## config.mk

```make
export PLATFORM = sky130hd
export DESIGN_NAME = power_stage_follower
export DESIGN_NICKNAME = d
export VERILOG_FILES = /design/src/rtl/power_seq_pkg.sv /design/src/rtl/power_stage_follower_stage_delay_counter.sv /design/src/rtl/power_stage_follower.sv
export SDC_FILE = /design/constraint.sdc
export NUM_CORES = 1
export LEC_CHECK = 0
export CORE_MARGIN = 4
export CORE_UTILIZATION = 45
export CTS_CLUSTER_DIAMETER = 30
export CTS_CLUSTER_SIZE = 16
export DETAILED_ROUTE_END_ITERATION = 10
export PLACE_DENSITY = 0.77
export SYNTH_ARGS = -nofsm -noshare
export SYNTH_HDL_FRONTEND = slang
export SYNTH_SLANG_ARGS = --single-unit
```

## constraint.sdc

```tcl
create_clock -name CLK -period 1.93 [get_ports CLK]
set_clock_uncertainty 0.15 [all_clocks]
set_input_delay 0.386 -clock CLK [delete_from_list [all_inputs] [get_ports CLK]]
set_output_delay 0.386 -clock CLK [all_outputs]
set_load 0.02 [all_outputs]
```

## src/rtl/power_seq_pkg.sv

```systemverilog
// Shared types and helpers for the power-stage follower: FSM state encoding,
// the widest supported enable chain, and the thermometer step used for ramping.
package power_seq_pkg;

  typedef enum logic [1:0] {
    IDLE = 2'd0,
    UP   = 2'd1,
    ON   = 2'd2,
    DOWN = 2'd3
  } state_e;

  localparam int MAX_STAGES = 16;

  // Stepping up shifts a 1 in at bit 0; stepping down drops the highest set bit.
  function automatic logic [MAX_STAGES-1:0] therm_step(input logic [MAX_STAGES-1:0] mask,
                                                       input logic                  up);
    if (up) begin
      return {mask[MAX_STAGES-2:0], 1'b1};
    end
    return {1'b0, mask[MAX_STAGES-1:1]};
  endfunction

endpackage

```

## src/rtl/power_stage_follower_stage_delay_counter.sv

```systemverilog
// Inter-stage delay: reloadable down-counter, expire fires combinationally when count hits 0 while enabled.
// No backpressure; load has priority over counting.
module stage_delay_counter #(
  parameter int STAGE_DLY = 8,
  parameter int CNT_W     = $clog2(STAGE_DLY + 1)
) (
  input  logic CLK,
  input  logic RST,
  input  logic load,
  input  logic en,
  output logic expire
);

  localparam logic [CNT_W-1:0] RELOAD = CNT_W'(STAGE_DLY - 1);

  logic [CNT_W-1:0] cnt_q;
  logic [CNT_W-1:0] cnt_d;

  always_comb begin
    cnt_d = cnt_q;
    if (load) begin
      cnt_d = RELOAD;
    end else if (en && (cnt_q != '0)) begin
      cnt_d = cnt_q - CNT_W'(1);
    end
  end

  always_ff @(posedge CLK) begin
    if (RST) begin
      cnt_q <= '0;
    end else begin
      cnt_q <= cnt_d;
    end
  end

  assign expire = en && (cnt_q == '0);

endmodule

```

## src/rtl/power_stage_follower.sv

```systemverilog
// Follows the sequencer's SEL level, ramping a thermometer chain of stage enables up or down one
// stage every STAGE_DLY cycles; all outputs registered, reversals take effect on the next cycle.
module power_stage_follower
  import power_seq_pkg::*;
#(
  parameter int N_STAGES  = 4,
  parameter int STAGE_DLY = 8
) (
  input  logic                CLK,
  input  logic                RST,
  input  logic                SEL,
  output logic [N_STAGES-1:0] EN,
  output logic                READY,
  output logic                OFF,
  output logic                BUSY
);

  localparam int CNT_W = $clog2(STAGE_DLY + 1);

  state_e                state_q, state_d;
  logic [N_STAGES-1:0]   en_q, en_d;
  logic                  ready_q, ready_d;
  logic                  off_q, off_d;
  logic                  busy_q, busy_d;
  logic                  load;
  logic                  cnt_en;
  logic                  expire;

  logic [MAX_STAGES-1:0] en_wide;
  logic [MAX_STAGES-1:0] up_w;
  logic [MAX_STAGES-1:0] dn_w;
  logic [N_STAGES-1:0]   up_mask;
  logic [N_STAGES-1:0]   dn_mask;
  logic                  unused_mask_bits;

  assign en_wide          = MAX_STAGES'(en_q);
  assign up_w             = therm_step(en_wide, 1'b1);
  assign dn_w             = therm_step(en_wide, 1'b0);
  assign up_mask          = up_w[N_STAGES-1:0];
  assign dn_mask          = dn_w[N_STAGES-1:0];
  assign unused_mask_bits = ^{up_w, dn_w};

  stage_delay_counter #(
    .STAGE_DLY (STAGE_DLY),
    .CNT_W     (CNT_W)
  ) u_dly (
    .CLK    (CLK),
    .RST    (RST),
    .load   (load),
    .en     (cnt_en),
    .expire (expire)
  );

  always_ff @(posedge CLK) begin
    if (RST) begin
      state_q <= IDLE;
      en_q    <= '0;
      ready_q <= 1'b0;
      off_q   <= 1'b1;
      busy_q  <= 1'b0;
    end else begin
      state_q <= state_d;
      en_q    <= en_d;
      ready_q <= ready_d;
      off_q   <= off_d;
      busy_q  <= busy_d;
    end
  end

  // Any stage transition reloads the delay, so a reversal discards the pending countdown.
  always_comb begin
    state_d = state_q;
    en_d    = en_q;
    load    = 1'b0;
    case (state_q)
      IDLE: begin
        if (SEL) begin
          en_d    = up_mask;
          load    = 1'b1;
          state_d = UP;
        end
      end
      UP: begin
        if (!SEL) begin
          en_d    = dn_mask;
          load    = 1'b1;
          state_d = (dn_mask == '0) ? IDLE : DOWN;
        end else if (expire) begin
          en_d    = up_mask;
          load    = 1'b1;
          state_d = (up_mask == '1) ? ON : UP;
        end
      end
      ON: begin
        if (!SEL) begin
          en_d    = dn_mask;
          load    = 1'b1;
          state_d = DOWN;
        end
      end
      DOWN: begin
        if (SEL) begin
          en_d    = up_mask;
          load    = 1'b1;
          state_d = (up_mask == '1) ? ON : UP;
        end else if (expire) begin
          en_d    = dn_mask;
          load    = 1'b1;
          state_d = (dn_mask == '0) ? IDLE : DOWN;
        end
      end
      default: begin
        state_d = IDLE;
        en_d    = '0;
      end
    endcase
  end

  always_comb begin
    ready_d = (state_d == ON);
    off_d   = (state_d == IDLE);
    busy_d  = (state_d == UP) || (state_d == DOWN);
    cnt_en  = (state_q == UP) || (state_q == DOWN);
  end

  assign EN    = en_q;
  assign READY = ready_q;
  assign OFF   = off_q;
  assign BUSY  = busy_q;

endmodule
```

# [Yosys cells after proc, flatten, opt, wreduce, memory -nomap -nowiden]
# Index checks and enable logic that the tools add are counted.
[totals] rom_bits=0 mem_bits_rw=0 elab_cells=55 output_inout_bits=7 register_bits=13 latchBits=0 mem_count=0 inputBits=3
[classes] mul=0 muxes=24 n_reduce_logical=12 div=0 shifts=0 add_sub_neg=1 n_bitwise=0 order_cmp=0 n_eq_ne=11
[ops] cell="$mux W4" count=6
[ops] cell="$mux W2" count=8
[ops] cell="$pmux W4 S4" count=1
[ops] cell="$eq A2 B2 Y1 const B" count=4
[ops] cell="$logic_not A4 Y1" count=2
[ops] cell="$pmux W2 S4" count=1
[ops] cell="$mux W3" count=2
[ops] cell="$ne A3 B3 Y1 const B" count=2
[ops] cell="$mux W1" count=5
[ops] cell="$eq A2 B1 Y1 const B" count=2
[ops] cell="$logic_not A2 Y1" count=2
[ops] cell="$ne A2 B2 Y1 const B" count=2
[ops] cell="$pmux W1 S4" count=1
[ops] cell="$reduce_and A4 Y1" count=1
[ops] cell="$reduce_bool A4 Y1" count=1
[ops] cell="$sub A4 B1 Y4 const B" count=1
[ops] cell="$eq A3 B3 Y1 const B" count=1
[ops] cell="$logic_and A1 B1 Y1" count=2
[ops] cell="$logic_or A1 B1 Y1" count=2
[ops] cell="$reduce_bool A2 Y1" count=1
[ops] cell="$reduce_or A2 Y1" count=1

# [Depth between registers and ports, before layout]
[logic_depth] ltp_word=8 mapped_depth=7 ltp_nobuf=6

# [Cells and area by module]
# From an unflattened synthesis, not the netlist that was laid out.
[hier_totals] cells_unflattened=77 hier_area_um2=683.2
[modules_own_cells] mod="power_stage_follower" area_per_inst_um2=457.9 n_inst=1 cells_per_inst=51 seq_area_each_um2=160.2
[modules_own_cells] mod="stage_delay_counter" area_per_inst_um2=225.2 n_inst=1 cells_per_inst=26 seq_area_each_um2=80.1

# [Worst setup path after synthesis]
# Ideal clock, no wire load.
[synth_path] kind="register to register" from="register u_dly.cnt_q[0]" to="register u_dly.cnt_q[2]" path_stages_with_launch=8 t_required_ns=1.648 n_path_buf=1 path_slack_ns=0.234 synth_period_minus_slack_ns=1.696 setup_time_ns=0.132 t_arrival_ns=1.415 cell_sequence="dfxtp_1 > inv_1 > ha_1 > nor3b_1 > or3_1 > buf_2 > nor3_1 > nor3_1"
[synth_between] elab_chain_len=6 elab_cells_between_ends=12 cone_classes="add/sub (1); mux (6); reduce/logical (5)"
[synth_rtl] item="from (decl)" line_no="power_stage_follower_stage_delay_counter.sv:16" text="logic [CNT_W-1:0] cnt_q;"
[synth_rtl] item="from (signal assigned)" line_no="power_stage_follower_stage_delay_counter.sv:32" text="cnt_q <= cnt_d;"
[synth_rtl] item="$logic_not A4 Y1" line_no="power_stage_follower_stage_delay_counter.sv:36" text="assign expire = en && (cnt_q == '0);"
[synth_rtl] item="$logic_and A1 B1 Y1" line_no="power_stage_follower_stage_delay_counter.sv:36"
[synth_rtl] item="$mux W1" line_no="power_stage_follower.sv:88, power_stage_follower.sv:106"
[synth_rtl] item="$mux W1, on equally long branches" line_no="power_stage_follower.sv:102, power_stage_follower.sv:84"
[synth_rtl] item="$pmux W1 S4" line_no="power_stage_follower.sv:75" text="case (state_q)"
[synth_rtl] item="$mux W3 / $reduce_bool A2 Y1 (equally long branches)"
# Parallel ways exist; a longest one is shown, timed or not. The select of a mux whose other input is x is not followed.
# A chain may end at the register's enable or synchronous reset.

# [Final worst setup path]
[layout_path] from="register en_q[0], in the netlist EN[0]" to="output EN[0]"
[layout_lines] item="from (decl)" line_no="power_stage_follower.sv:21" text="logic [N_STAGES-1:0] en_q, en_d;"
[layout_lines] item="from (signal assigned)" line_no="power_stage_follower.sv:63" text="en_q <= en_d;"
[layout_lines] item="to (decl)" line_no="power_stage_follower.sv:12" text="output logic [N_STAGES-1:0] EN,"
# No word-level cell between the ends.

==> metrics.md <==
| Metric | Value |
|---|---|
| Status | `finished clean` |
| RR Startpoint | `u_dly.cnt_q[0]$_SDFFE_PP0P_` |
| DP Wirelength | `942 µm` |
| Leak | `0.344 nW` |
| Mapped Area | `598 µm²` |
| Worst-Margin Slew | `a little over 0.3 ns` |
| Via density | `5.77` |
| Vias | `560` |
| First-pass GRT wire length | `2340 µm` |
| Max stage delay on crit path | `0.64 ns` |
| Worst r2r dst | `EN[1]$_SDFFE_PP0P_` |
| Initial antenna violation count | `0` |
| Post-CTS Setup Repair Bufs | `0` |
| Crit path kind | `reg -> out` |
| Largest cells by area after synthesis | `dfxtp_1, a21oi_1, ha_1, nor3_1, mux2i_1` |
| Hold Path Class | `reg -> reg` |
| Post-DRT Antenna Nets | `0` |
| Clk sinks | `13` |
| CP Max Fanout | `5` |
| Pin count of the biggest net entering global routing | `11` |
| # setup viols final | `0` |
| WP data required | `1.39 ns` |
| Layout Nets | `89` |
| Die span in y | `44.5 µm` |
| Fin crit share | `0.958` |
| Die footprint | `1980 µm²` |
| Clk_lat worst skew | `0.27 ns` |
| Net Sw Power | `225 µW` |
| Sw Ratio | `0.321` |
| Slew margin rel. | `0.795` |
| Root buf cell | `clkbuf_4` |
| Routed length per placed instance | `13.9 µm` |
| Hold violation total from the final report | `0` |
| DRT Wirelength | `1350 µm` |
| Clock transition at path regs | `0.07 ns` |
| Share of layout cells above drive strength 1 | `0.157` |
| Worst Path Arrival | `roughly 1.3 ns` |
| Ant. Diodes | `0` |
| Post-Syn Nets | `just over 70` |
| Internal Power | `approximately 480 µW` |
| Yosys top cell by area | `dfxtp_1` |
| Row count | `12` |
| Setup TNS | `0 ns` |
| Final Power | `701 µW` |
| Hold buffer count at cts | `0` |
| Synthesized area per cell | `9.06 µm²` |
| GPL Wtd Cong | `0.832` |
| P&R area growth vs syn | `31.8%` |
| Pwr dens | `approximately 890 nW/µm²` |
| Worst VDD drop | `roughly 0.00050 V` |
| Crit path from | `EN[0]$_SDFFE_PP0P_` |
| Hold_ws | `0.345 ns` |
| Synth top area share | `0.435` |
| Startpoint types | `flip-flop` |
| Port-buffer cells | `9` |
| CP Depth | `1` |
| Worst path cell trace | `clkdlybuf4s50_1` |
| Gr ovfl total | `0` |
| Clock buffer depth | `2` |
| Unrepaired setup endpoints after global routing | `no` |
| R2R depth | `5` |
| Detailed-router iteration count before antenna repair | `4` |
| Critical path endpoint | `EN[0]` |
| Post-route DRC | `0` |
| GR Util All Layers | `0.158` |
| Critical Path End Type | `output pin` |
| H-tree depth | `1` |
| Comb pwr share | `0.290` |
| Yosys warns | `0` |
| Slew Limit Fails | `0` |
| CP max-delay cell | `clkdlybuf4s50_1` |
| Seq/Total Area, Yosys | `0.435` |
| TritonCTS Buffers | `3` |
| Iteration-0 DRC Markers | `41` |
| Top Ports | `10` |
| Fmax | `541 MHz` |
| Crit path time final | `1.85 ns` |
| Delay-heaviest family, CP | `buffers and inverters` |
| Synthesized instance count | `66` |
| Reg2reg setup slack | `roughly 0.14 ns` |
| #FFs+latches synth | `13` |
| Yosys cell types | `29` |
| Buf/Inv on CP | `1` |
| Initial core utilization | `0.511` |
| Seq pwr share | `0.476` |
| CTS tree | `yes` |
| DIE WIDTH | `between 40 and 50 µm` |
| Core ar. | `1170 µm²` |
| Max capacitance violation total | `0` |
| Clock power share | `0.234` |
| Vias in the first global route | `537` |
## layout make-up
type | instances | area, µm²
Multi-Input combinational cell | 48 | 334
Fill cell | 97 | 383
Inverter | 3 | 11.3
Tap cell | 14 | 17.5
Clock buffer | 4 | 26.3
Sequential cell | 13 | 260
Timing Repair Buffer | 15 | 139
## repair_timing
item / in CTS / in global routing
resized for setup: 2 / 5
pin swaps: 0 / 2
setup endpoints to repair: 2 / 7
## logic make-up (layout without fill, tap and decap cells)
| family | count (synthesis) | after routing | synth area share |
|---|---|---|---|
| buffers and inverters | 5 | 22 | 0.0335 |
| flip-flops | 13 | 13 | 0.435 |
| AND/OR/NAND/NOR | 27 | 27 | 0.259 |
| AO/OA/AOI/OAI | 15 | 15 | 0.167 |
| XOR/XNOR | 2 | 2 | 0.0293 |
| adder cells (fa/ha/maj) | 2 | 2 | 0.0418 |
| multiplexers | 2 | 2 | 0.0335 |
## cells in the final DEF (no fill, tap or decap), types with 2 or more instances in the layout
master,count
a211oi_1,2
o21ai_0,2
nor3_1,5
nand2_1,3
clkdlybuf4s50_1,6
inv_1,3
buf_4,6
ha_1,2
a311oi_1,2
clkbuf_4,3
mux2i_1,2
a21oi_1,5
nor4_1,2
nand4_1,3
dlymetal6s2s_1,2
dfxtp_1,13
nor2_1,5
## synth_stat cells (all sizes together)
cell / n
nor3: 5
a21oi: 5
clkbuf: 1
inv: 3
or4b: 1
a221oi: 1
a311oi: 2
or4: 1
or2: 1
nand2b: 1
a2111oi: 1
nor4: 2
and2: 1
nor2: 5
nand4bb: 1
mux2i: 2
a31oi: 1
o21ai: 2
ha: 2
nand2: 3
dfxtp: 13
xor2: 1
xnor2: 1
or3: 1
nor3b: 2
a32oi: 1
nand4: 3
a211oi: 2
buf: 1
## metrics by stage
stage                     std cells  cell area [µm²]  setup slack [ns]  utilization
after floorplan                  66              598             0.234            -
after global placement           93              742           -0.0292        0.634
after detailed placement         93              742           -0.0577        0.634
after CTS                        97              772           0.00697        0.659
after global routing             97              788            0.0131        0.673
final                            97              788            0.0819        0.673
## per-layer routing
| layer | vias to the layer above | global-route usage | part of all wire |
|---|---|---|---|
| met5 | - | 0 | 0 |
| met4 | 0 | 0.0723 | 0.019 |
| met3 | 4 | 0.0447 | 0.071 |
| met2 | 22 | 0.241 | 0.46 |
| met1 | 249 | 0.206 | 0.45 |
| li1 | 285 | - | - |
## registers in the layout (all words and copies together) (netlist names)
name	count
BUSY	1
EN	4
OFF	1
READY	1
state_q	2
u_dly.cnt_q	4
## worst min-delay path by stage
| stage | start | endpoint | slack, ns | cells after the start |
|---|---|---|---|---|
| final | u_dly.cnt_q[0]$_SDFFE_PP0P_ | u_dly.cnt_q[0]$_SDFFE_PP0P_ | 0.35 | 1 |
| after global routing | u_dly.cnt_q[0]$_SDFFE_PP0P_ | u_dly.cnt_q[0]$_SDFFE_PP0P_ | 0.40 | 1 |
| after CTS | u_dly.cnt_q[0]$_SDFFE_PP0P_ | u_dly.cnt_q[0]$_SDFFE_PP0P_ | 0.36 | 1 |
| after detailed placement | u_dly.cnt_q[0]$_SDFFE_PP0P_ | u_dly.cnt_q[0]$_SDFFE_PP0P_ | 0.35 | 1 |
| after global placement | u_dly.cnt_q[0]$_SDFFE_PP0P_ | u_dly.cnt_q[0]$_SDFFE_PP0P_ | 0.34 | 1 |
| after floorplan | u_dly.cnt_q[0]$_SDFFE_PP0P_ | u_dly.cnt_q[0]$_SDFFE_PP0P_ | 0.30 | 1 |
## power by group through the flow
stage	Sequential [mW]	Combinational (mW)	Clock [mW]
6_report	0.333	0.203	0.164
5_1_grt	0.339	0.225	0.178
4_1_cts	0.331	0.198	0.166
3_5_place_dp	0.337	0.197	0
3_3_place_gp	0.336	0.195	0
2_1_floorplan	0.355	0.0979	0
No activity file was read; power rests on OpenSTA's default activity.
